`config.mk`:
```
export PLATFORM = sky130hd
export DESIGN_NAME = multi_timer_core_flat
export DESIGN_NICKNAME = d
export VERILOG_FILES = /design/src/rtl/multi_timer_core_if.sv /design/src/rtl/multi_timer_core.sv /design/src/flat_wrapper.sv
export SDC_FILE = /design/constraint.sdc
export NUM_CORES = 1
export LEC_CHECK = 0
export CAP_MARGIN = 20
export CORE_ASPECT_RATIO = 1.5
export CORE_MARGIN = 8
export CORE_UTILIZATION = 48
export DETAILED_ROUTE_END_ITERATION = 10
export GPL_ROUTABILITY_DRIVEN = 0
export MAX_ROUTING_LAYER = met4
export PLACE_DENSITY = 0.87
export SLEW_MARGIN = 30
export SYNTH_ARGS = -nofsm -noshare
export SYNTH_HDL_FRONTEND = slang
export SYNTH_SLANG_ARGS = --single-unit
```
`constraint.sdc`:
```
create_clock -name clk -period 3.2 [get_ports clk]
set_input_delay 0.64 -clock clk [delete_from_list [all_inputs] [get_ports clk]]
set_output_delay 0.64 -clock clk [all_outputs]
set_load 0.05 [all_outputs]
```
`src/rtl/multi_timer_core_if.sv`:
```
// Register-write bus from the peripheral bus-interface block into the timer core.
// The bus block drives one shared data word plus per-register write strobes.
interface multi_timer_core_if #(
    parameter int NUM_CH = 2,
    parameter int WIDTH  = 32
);
    localparam int CH_BITS = (NUM_CH > 1) ? $clog2(NUM_CH) : 1;

    logic [CH_BITS-1:0] sel;
    logic [WIDTH-1:0]   wrData;
    logic               countWe;
    logic               compareWe;
    logic               ctrlWe;
    logic               statusClr;

    modport master (
        output sel, wrData, countWe, compareWe, ctrlWe, statusClr
    );

    modport slave (
        input  sel, wrData, countWe, compareWe, ctrlWe, statusClr
    );
endinterface

```
`src/rtl/multi_timer_core.sv`:
```
// Purpose: NUM_CH independent compare-match counters/timers with sticky flags and one combined irq.
// Latency: register writes and counting act on the clock edge; irq follows its flag by one edge.
// Backpressure: none; every write strobe is accepted on the edge it is presented.
module multi_timer_core #(
    parameter int NUM_CH = 2,
    parameter int WIDTH  = 32
) (
    input  logic                    clk,
    input  logic                    reset,
    multi_timer_core_if.slave       bus,
    output logic [NUM_CH*WIDTH-1:0] count,
    output logic [NUM_CH*WIDTH-1:0] compare,
    output logic [NUM_CH*3-1:0]     ctrl,
    output logic [NUM_CH-1:0]       status,
    output logic                    irq
);
    localparam int CH_BITS = (NUM_CH > 1) ? $clog2(NUM_CH) : 1;

    logic [NUM_CH-1:0] irq_src;

    for (genvar i = 0; i < NUM_CH; i++) begin : g_ch
        logic [WIDTH-1:0] cnt_q;
        logic [WIDTH-1:0] cmp_q;
        logic [2:0]       ctl_q;   // {irqEn, oneShot, en}
        logic             st_q;
        logic             hit;
        logic             load;
        logic             match;

        // Out-of-range select values never equal any channel index, so they write nothing.
        assign hit   = (bus.sel == CH_BITS'(i));
        assign load  = bus.countWe && hit;
        assign match = ctl_q[0] && !load && (cnt_q == cmp_q);

        always_ff @(posedge clk or negedge reset) begin
            if (!reset) begin
                cnt_q <= '0;
                cmp_q <= '1;
                ctl_q <= '0;
                st_q  <= 1'b0;
            end else begin
                if (load) begin
                    cnt_q <= bus.wrData;
                end else if (match) begin
                    if (!ctl_q[1]) cnt_q <= '0;
                end else if (ctl_q[0]) begin
                    cnt_q <= cnt_q + WIDTH'(1);
                end

                if (match && ctl_q[1]) ctl_q[0] <= 1'b0;
                // A software ctrl write lands after the one-shot clear so the written value wins.
                if (bus.ctrlWe && hit) ctl_q <= bus.wrData[2:0];
                if (bus.compareWe && hit) cmp_q <= bus.wrData;

                if (bus.statusClr && bus.wrData[i]) st_q <= 1'b0;
                if (match) st_q <= 1'b1;
            end
        end

        assign count[i*WIDTH +: WIDTH]   = cnt_q;
        assign compare[i*WIDTH +: WIDTH] = cmp_q;
        assign ctrl[i*3 +: 3]            = ctl_q;
        assign status[i]                 = st_q;
        assign irq_src[i]                = st_q & ctl_q[2];
    end

    always_ff @(posedge clk or negedge reset) begin
        if (!reset) irq <= 1'b0;
        else        irq <= |irq_src;
    end
endmodule

```
`src/flat_wrapper.sv`:
```
// flat-port wrapper written by rule: the top's interface ports become plain ports
module multi_timer_core_flat 
#(
    parameter int NUM_CH = 2,
    parameter int WIDTH  = 32
)
  (clk, reset, count, compare, ctrl, status, irq, bus_sel, bus_wrData, bus_countWe, bus_compareWe, bus_ctrlWe, bus_statusClr);
  multi_timer_core_if #(.NUM_CH(NUM_CH), .WIDTH(WIDTH)) bus_i ();
  input  logic clk;
  input  logic reset;
  output logic [NUM_CH*WIDTH-1:0] count;
  output logic [NUM_CH*WIDTH-1:0] compare;
  output logic [NUM_CH*3-1:0] ctrl;
  output logic [NUM_CH-1:0] status;
  output logic irq;
  input wire logic [$bits(bus_i.sel)-1:0] bus_sel;
  input wire logic [$bits(bus_i.wrData)-1:0] bus_wrData;
  input wire logic [$bits(bus_i.countWe)-1:0] bus_countWe;
  input wire logic [$bits(bus_i.compareWe)-1:0] bus_compareWe;
  input wire logic [$bits(bus_i.ctrlWe)-1:0] bus_ctrlWe;
  input wire logic [$bits(bus_i.statusClr)-1:0] bus_statusClr;
  assign bus_i.sel = bus_sel;
  assign bus_i.wrData = bus_wrData;
  assign bus_i.countWe = bus_countWe;
  assign bus_i.compareWe = bus_compareWe;
  assign bus_i.ctrlWe = bus_ctrlWe;
  assign bus_i.statusClr = bus_statusClr;
  multi_timer_core #(.NUM_CH(NUM_CH), .WIDTH(WIDTH)) u_core (.clk(clk), .reset(reset), .bus(bus_i), .count(count), .compare(compare), .ctrl(ctrl), .status(status), .irq(irq));
endmodule
```
* Word-level counts from Yosys, hierarchy flattened
Index checks and enable logic that the tools add are counted.
Widths: inputs -> output; s select.
** Word-level totals
- Output and inout bits :: 137
- Flip-flop bits (word level) :: 137
- Word-level logic and storage cells :: 61
** Cells by class
- Bitwise gates (word level) :: 3
- Add/subtract/negate cells :: 2
- Muxes and demuxes :: 16
- Equality and inequality tests :: 4
- Reductions and logical operators :: 25
** Operators with widths (count)
- $mux 32 :: 8
- $add 32x1->32 const B :: 2
- $eq 32x32->1 :: 2
- $logic_and 1x1->1 :: 14
- $mux 1 :: 8
- $reduce_bool 2->1 :: 4
- $ne 3x3->1 const B :: 2
- $reduce_bool 3->1 :: 2
- $reduce_and 2->1 :: 2
- $and 1x1->1 :: 2
- $logic_not 1->1 :: 2
- $reduce_or 2->1 :: 1
- $not 1->1 :: 1

* Longest topological paths before layout
- Depth after elaboration :: 8
- Gate-level depth with buffers :: 9
- Mapped depth without buffers :: 7

* Worst setup path before layout
No wires, ideal clock.
- Path type :: register -> register
- Start point :: reg u_core.g_ch[1].ctl_q[0]
- End point :: reg u_core.g_ch[1].cnt_q[11]
- Required time :: 3.074 ns
- Data arrival time :: 2.963 ns
- Library setup time :: 0.126 ns
- Cell stages (with the launch flop) :: 8
- Slack :: 0.112 ns
- Path through :: dfrtp_1 a21bo_4 or4_1 or4_4 o31a_1 buf_6 a211o_1 a221o_1
** Between the ends
- Longest elaborated chain between the ends :: 4
- Elaborated cells between the ends (all ways) :: 7
- Classes of those cells :: eq/ne: 1; mux: 2; reduce/logical: 4
** RTL lines
- from (decl) :: RTL line multi_timer_core.sv:24 : logic [2:0] ctl_q;
- from (signal assigned) :: RTL line multi_timer_core.sv:52 : if (bus.ctrlWe && hit) ctl_q <= bus.wrData[2:0];
- $logic_and 1x1->1 (2 in a row) :: RTL line multi_timer_core.sv:33 : assign match = ctl_q[0] && !load && (cnt_q == cmp_q);
- $ne 3x3->1 (no source line), or another cell as far along
- $reduce_and 2->1 (no source line) or $mux 32 (tied branches)
- to (signal assigned) :: RTL line multi_timer_core.sv:43 : cnt_q <= bus.wrData;
- to (signal assigned) :: RTL line multi_timer_core.sv:47 : cnt_q <= cnt_q + WIDTH'(1);
- to (decl) :: RTL line multi_timer_core.sv:22 : logic [WIDTH-1:0] cnt_q;
Several ways; a longest one is shown, not always the timed one.
A chain may end at the register's enable or synchronous reset.

* Worst setup path in the final report
- Start point :: reg u_core.g_ch[1].cnt_q[31]
- End point :: reg u_core.g_ch[1].cnt_q[11]
** Between the ends
- Longest elaborated chain between the ends :: 4
- Elaborated cells between the ends (all ways) :: 7
- Classes of those cells :: eq/ne: 2; mux: 2; reduce/logical: 3
** RTL lines (RTL line)
- $eq 32x32->1 * :: multi_timer_core.sv:33
- $logic_and 1x1->1 * :: multi_timer_core.sv:33
- $ne 3x3->1 (no source line), or another cell as far along
- $reduce_and 2->1 (no source line) or $mux 32 (tied branches)
Mark *: on every way between the ends. The rest lies on a longest branch, timed or not.

==> metrics.txt <==
# TYPE chip_impl_metric gauge
chip_impl_info{name="run_status",value="completed"} 1
chip_impl_metric{name="drt_first_pass_iters",unit=""} 6
chip_impl_metric{name="int_pwr",unit="uW"} 4670
chip_impl_metric{name="drt_drc_violations_left",unit=""} 0
chip_impl_metric{name="fp-row-count",unit=""} 58
chip_impl_metric{name="power_frac_clock",unit=""} 0.240
chip_impl_metric{name="floorplan.initialDensity",unit=""} 0.489
chip_impl_metric{name="mapped_cells",unit=""} 843
chip_impl_metric{name="clk_pin_slew",unit="ns"} 0.07
chip_impl_metric{name="grt_first_pass_wirelength",unit="um"} 49100
chip_impl_metric{name="first_global_vias",unit=""} 8417
chip_impl_metric{name="initial_antenna_violation_count",unit=""} 1
chip_impl_metric{name="clockBufferDepth",unit=""} 2
chip_impl_metric{name="synth_cell_type_count",unit=""} 62
chip_impl_metric{name="ys_async_sr_fraction",unit=""} 1.00
chip_impl_metric{name="syn_area_per_cell",unit="um^2"} 9.68
chip_impl_metric{name="floorplan.die.width",unit="um"} 122
chip_impl_metric{name="max-cap-violations",unit=""} 0
chip_impl_metric{name="stdcell_area",unit="um^2"} 10900
chip_impl_metric{name="data_arrival_time_of_the_critical_path",unit="ns"} 3.37
chip_impl_metric{name="ff2ff_setup_slack",unit="ns"} 0.13
chip_impl_metric{name="port_buffers",unit=""} 175
chip_impl_metric{name="totalPowerFinal",unit="uW"} 8480
chip_impl_metric{name="syn-cell-area",unit="um^2"} 8160
chip_impl_metric{name="die_footprint",unit="um^2"} 21500
chip_impl_metric{name="setup-violations-final",unit=""} 0
chip_impl_metric{name="share_seq_of_total_power",unit=""} 0.321
chip_impl_metric{name="post-cts-setup-buffers",unit=""} 0
chip_impl_metric{name="layout.area.seq",unit="um^2"} 3510
chip_impl_metric{name="average_routed_wire_per_standard_cell",unit="um"} 25.5
chip_impl_metric{name="final_count_of_pins_violating_max_slew",unit=""} 0
chip_impl_metric{name="htree_levels",unit=""} 4
chip_impl_metric{name="tritoncts_num_sinks",unit=""} 137
chip_impl_info{name="yosys.area.top_type",value="dfrtp_1"} 1
chip_impl_info{name="synth_area_leaders",value="dfrtp_1, dfstp_2, mux2_2"} 1
chip_impl_metric{name="post_route_cells_drive_above_1_share",unit=""} 0.220
chip_impl_info{name="reg2reg_from",value="u_core.g_ch[1].cnt_q[31]$_DFFE_PN0P_"} 1
chip_impl_metric{name="via_count",unit=""} 8378
chip_impl_metric{name="vias_per_cell",unit=""} 6.71
chip_impl_metric{name="pre_cts_ws",unit="ns"} -0.320
chip_impl_metric{name="synth_edf_count",unit=""} 0
chip_impl_metric{name="synth.top_cell.area_share",unit=""} 0.224
chip_impl_info{name="critPathKind",value="flop to flop"} 1
chip_impl_metric{name="fmaxAchievable",unit="MHz"} 326
chip_impl_metric{name="worst_case_setup_margin_in_the_final_layout",unit="ns"} 0.135
chip_impl_metric{name="areaGrowthSynthToFinish",unit="%"} 34.1
chip_impl_metric{name="core_area",unit="um^2"} 16700
chip_impl_metric{name="synthesis.nets",unit=""} 884
chip_impl_metric{name="finalHoldViolCount",unit=""} 0
chip_impl_info{name="cts_tree",value="done"} 1
chip_impl_metric{name="post_cts.resized_instances",unit=""} 0
chip_impl_metric{name="power_density",unit="nW/um^2"} 776
chip_impl_info{name="yosysMostFrequentCell",value="dfrtp_1"} 1
chip_impl_metric{name="fillCellCount",unit=""} 1317
chip_impl_metric{name="floorplan.io_pins",unit=""} 176
chip_impl_metric{name="ctsHoldBuffers",unit=""} 0
chip_impl_metric{name="hpwlAfterDp",unit="um"} 22900
chip_impl_metric{name="routed_wirelength",unit="um"} 31800
chip_impl_metric{name="multi_input_area",unit="um^2"} 4370
chip_impl_metric{name="fin_crit_sh",unit=""} 0.958
chip_impl_metric{name="worstMarginPinSlew",unit="ns"} 0.848
chip_impl_metric{name="sw_pwr",unit="uW"} 3810
chip_impl_metric{name="detail-route-antenna-nets",unit=""} 0
chip_impl_metric{name="fin_crit",unit="ns"} 3.07
chip_impl_metric{name="numCtsBuffers",unit=""} 17
chip_impl_info{name="yosys_most_used_dff",value="dfrtp_1"} 1
chip_impl_metric{name="register_bit_total_from_synthesis",unit=""} 137
chip_impl_metric{name="pin_count_of_the_biggest_net_entering_global_routing",unit=""} 53
chip_impl_metric{name="globalRoute.totalOverflow",unit=""} 0
chip_impl_metric{name="yosysSeqAreaShare",unit=""} 0.430
chip_impl_metric{name="timing.critical_path.fanout_max",unit=""} 5
chip_impl_info{name="synth.top_cells.by_count",value="dfrtp_1, mux2_2, nand2_1, dfstp_2, nand3_1"} 1
chip_impl_info{name="r2r_end",value="u_core.g_ch[1].cnt_q[11]$_DFFE_PN0P_"} 1
chip_impl_metric{name="worst-r2r-cell-count",unit=""} 6
chip_impl_metric{name="clk_latency",unit="ns"} 0.43
chip_impl_metric{name="maxSlewHeadroom",unit=""} 0.432
chip_impl_metric{name="dr.first_iter.drc_count",unit=""} 1094
chip_impl_metric{name="ir_worst_vdd",unit="mV"} 0.438
chip_impl_info{name="clk_root_buffer_cell",value="clkbuf_16"} 1
chip_impl_info{name="critical_path.endpoint_type",value="flop"} 1
chip_impl_metric{name="crit_required",unit="ns"} 3.50
chip_impl_metric{name="sw_frac_of_total",unit=""} 0.449
chip_impl_metric{name="placedInstanceArea",unit="um^2"} 10300
chip_impl_info{name="grt_setup_unrepaired",value="no"} 1
chip_impl_metric{name="power_share_of_the_combinational_group",unit=""} 0.439
chip_impl_info{name="min_path_type",value="input port to async pin"} 1
chip_impl_metric{name="synth.yosys.warnings",unit=""} 0
chip_impl_metric{name="die_height",unit="um"} 176
chip_impl_metric{name="clock_skew",unit="ns"} 0.0116
chip_impl_metric{name="nNetsFinal",unit=""} 1066
chip_impl_metric{name="grt_usage",unit=""} 0.308
chip_impl_info{name="critPathLaunchType",value="flop"} 1
chip_impl_info{name="critical_path.endpoint",value="u_core.g_ch[1].cnt_q[11]$_DFFE_PN0P_"} 1
chip_impl_info{name="crit_path_start",value="u_core.g_ch[1].cnt_q[31]$_DFFE_PN0P_"} 1
chip_impl_metric{name="p_leak",unit="uW"} 0.00424
-- area by class of cell --
type	instances	share of cell area
well taps	210	0.0240
inverters	17	0.00583
clock buffers	19	0.0414
diodes	1	0.000229
flip-flops and latches	137	0.321
multi-input cells	630	0.399
clock inverters	13	0.0142
repair buffers	222	0.194
-- power by group through the flow --
stage | registers (uW) | clock network, uW | logic [uW]
5_1_grt | 2780 | 2110 | 3880
3_5_place_dp | 2720 | 0 | 3610
6_report | 2730 | 2040 | 3720
3_3_place_gp | 2690 | 0 | 3560
4_1_cts | 2700 | 2040 | 3650
2_1_floorplan | 3700 | 0 | 1220
-- worst min-delay path by stage --
stage               cells past startpoint                                 from                             endpoint  slack (ns)
CTS                                     1                                reset  u_core.g_ch[0].cnt_q[6]$_DFFE_PN0P_        0.20
finish                                  1                                reset  u_core.g_ch[0].cnt_q[9]$_DFFE_PN0P_        0.19
global route                            1                                reset  u_core.g_ch[0].cnt_q[8]$_DFFE_PN0P_        0.21
detailed placement                      2  u_core.g_ch[1].cmp_q[0]$_DFFE_PN1P_  u_core.g_ch[1].cmp_q[0]$_DFFE_PN1P_        0.51
floorplan                               0                                reset  u_core.g_ch[0].cnt_q[0]$_DFFE_PN0P_        0.34
global placement                        2  u_core.g_ch[1].cmp_q[0]$_DFFE_PN1P_  u_core.g_ch[1].cmp_q[0]$_DFFE_PN1P_        0.50
-- registers in the layout, summed over array words and instances, names as in the netlist --
| name | count |
|---|---|
| u_core.g_ch.st_q | 2 |
| u_core.irq | 1 |
| u_core.g_ch.ctl_q | 6 |
| u_core.g_ch.cnt_q | 64 |
| u_core.g_ch.cmp_q | 64 |
-- cells by family after synthesis --
| kind of cell | count (synthesis) | synth area share |
|---|---|---|
| simple gates | 353 | 0.236 |
| flops | 137 | 0.430 |
| compound gates | 132 | 0.118 |
| mux | 79 | 0.108 |
| buf+inv | 76 | 0.0371 |
| xor+xnor | 64 | 0.0687 |
| fa+ha+maj | 2 | 0.00307 |
-- stage by stage --
stage	hold WS [ns]	std cells	util	TNS [ns]
6_report	0.192	1249	0.655	0
2_1_floorplan	0.344	843	-	0
3_5_place_dp	0.513	1216	0.618	-4.43
5_1_grt	0.215	1249	0.655	0
3_3_place_gp	0.504	1216	0.618	-3.35
4_1_cts	0.204	1248	0.654	0
-- worst max-delay path, cell delays in order (launching register included) --
cell and delay (ns):
dfrtp_1 0.44, xnor2_1 0.54, or4bb_1 0.46, or4_4 0.52, o31a_1 0.34, a211o_1 0.29, a221o_1 0.36
-- per-layer routing --
layer / vias to the layer above / global-route usage / routed length [um]
met5: - / - / 0
met4: 0 / 0.188 / 2230
met3: 172 / 0.0669 / 3150
met2: 696 / 0.492 / 15600
met1: 4013 / 0.344 / 10900
li1: 3497 / - / -
-- placed cells by master, fill, tap and decap left out, types with 4 or more instances in the layout --
master           instances
a211o_1                  4
nor2_1                  46
o21ai_0                 35
xor2_1                  17
mux2i_1                 10
xnor2_1                 46
nor3_1                  25
buf_4                   46
a221o_1                 22
a31oi_1                  5
nand2b_1                 5
nand4b_1                10
inv_1                   16
o41ai_1                  4
nor4b_1                  4
nor4_1                  13
or3_1                    6
clkdlybuf4s50_1        174
inv_6                    5
a22oi_1                  4
and3_1                  23
nand2_1                 67
clkbuf_16               17
dfstp_2                 64
and4_1                   7
a21oi_1                 14
dfrtp_1                 73
o221ai_1                 4
a21boi_0                 4
nand3_1                 60
and2_1                  11
o211ai_1                11
or4_1                    6
nand4_1                 51
mux2_2                  69
Power figures use the tool's default switching activity.
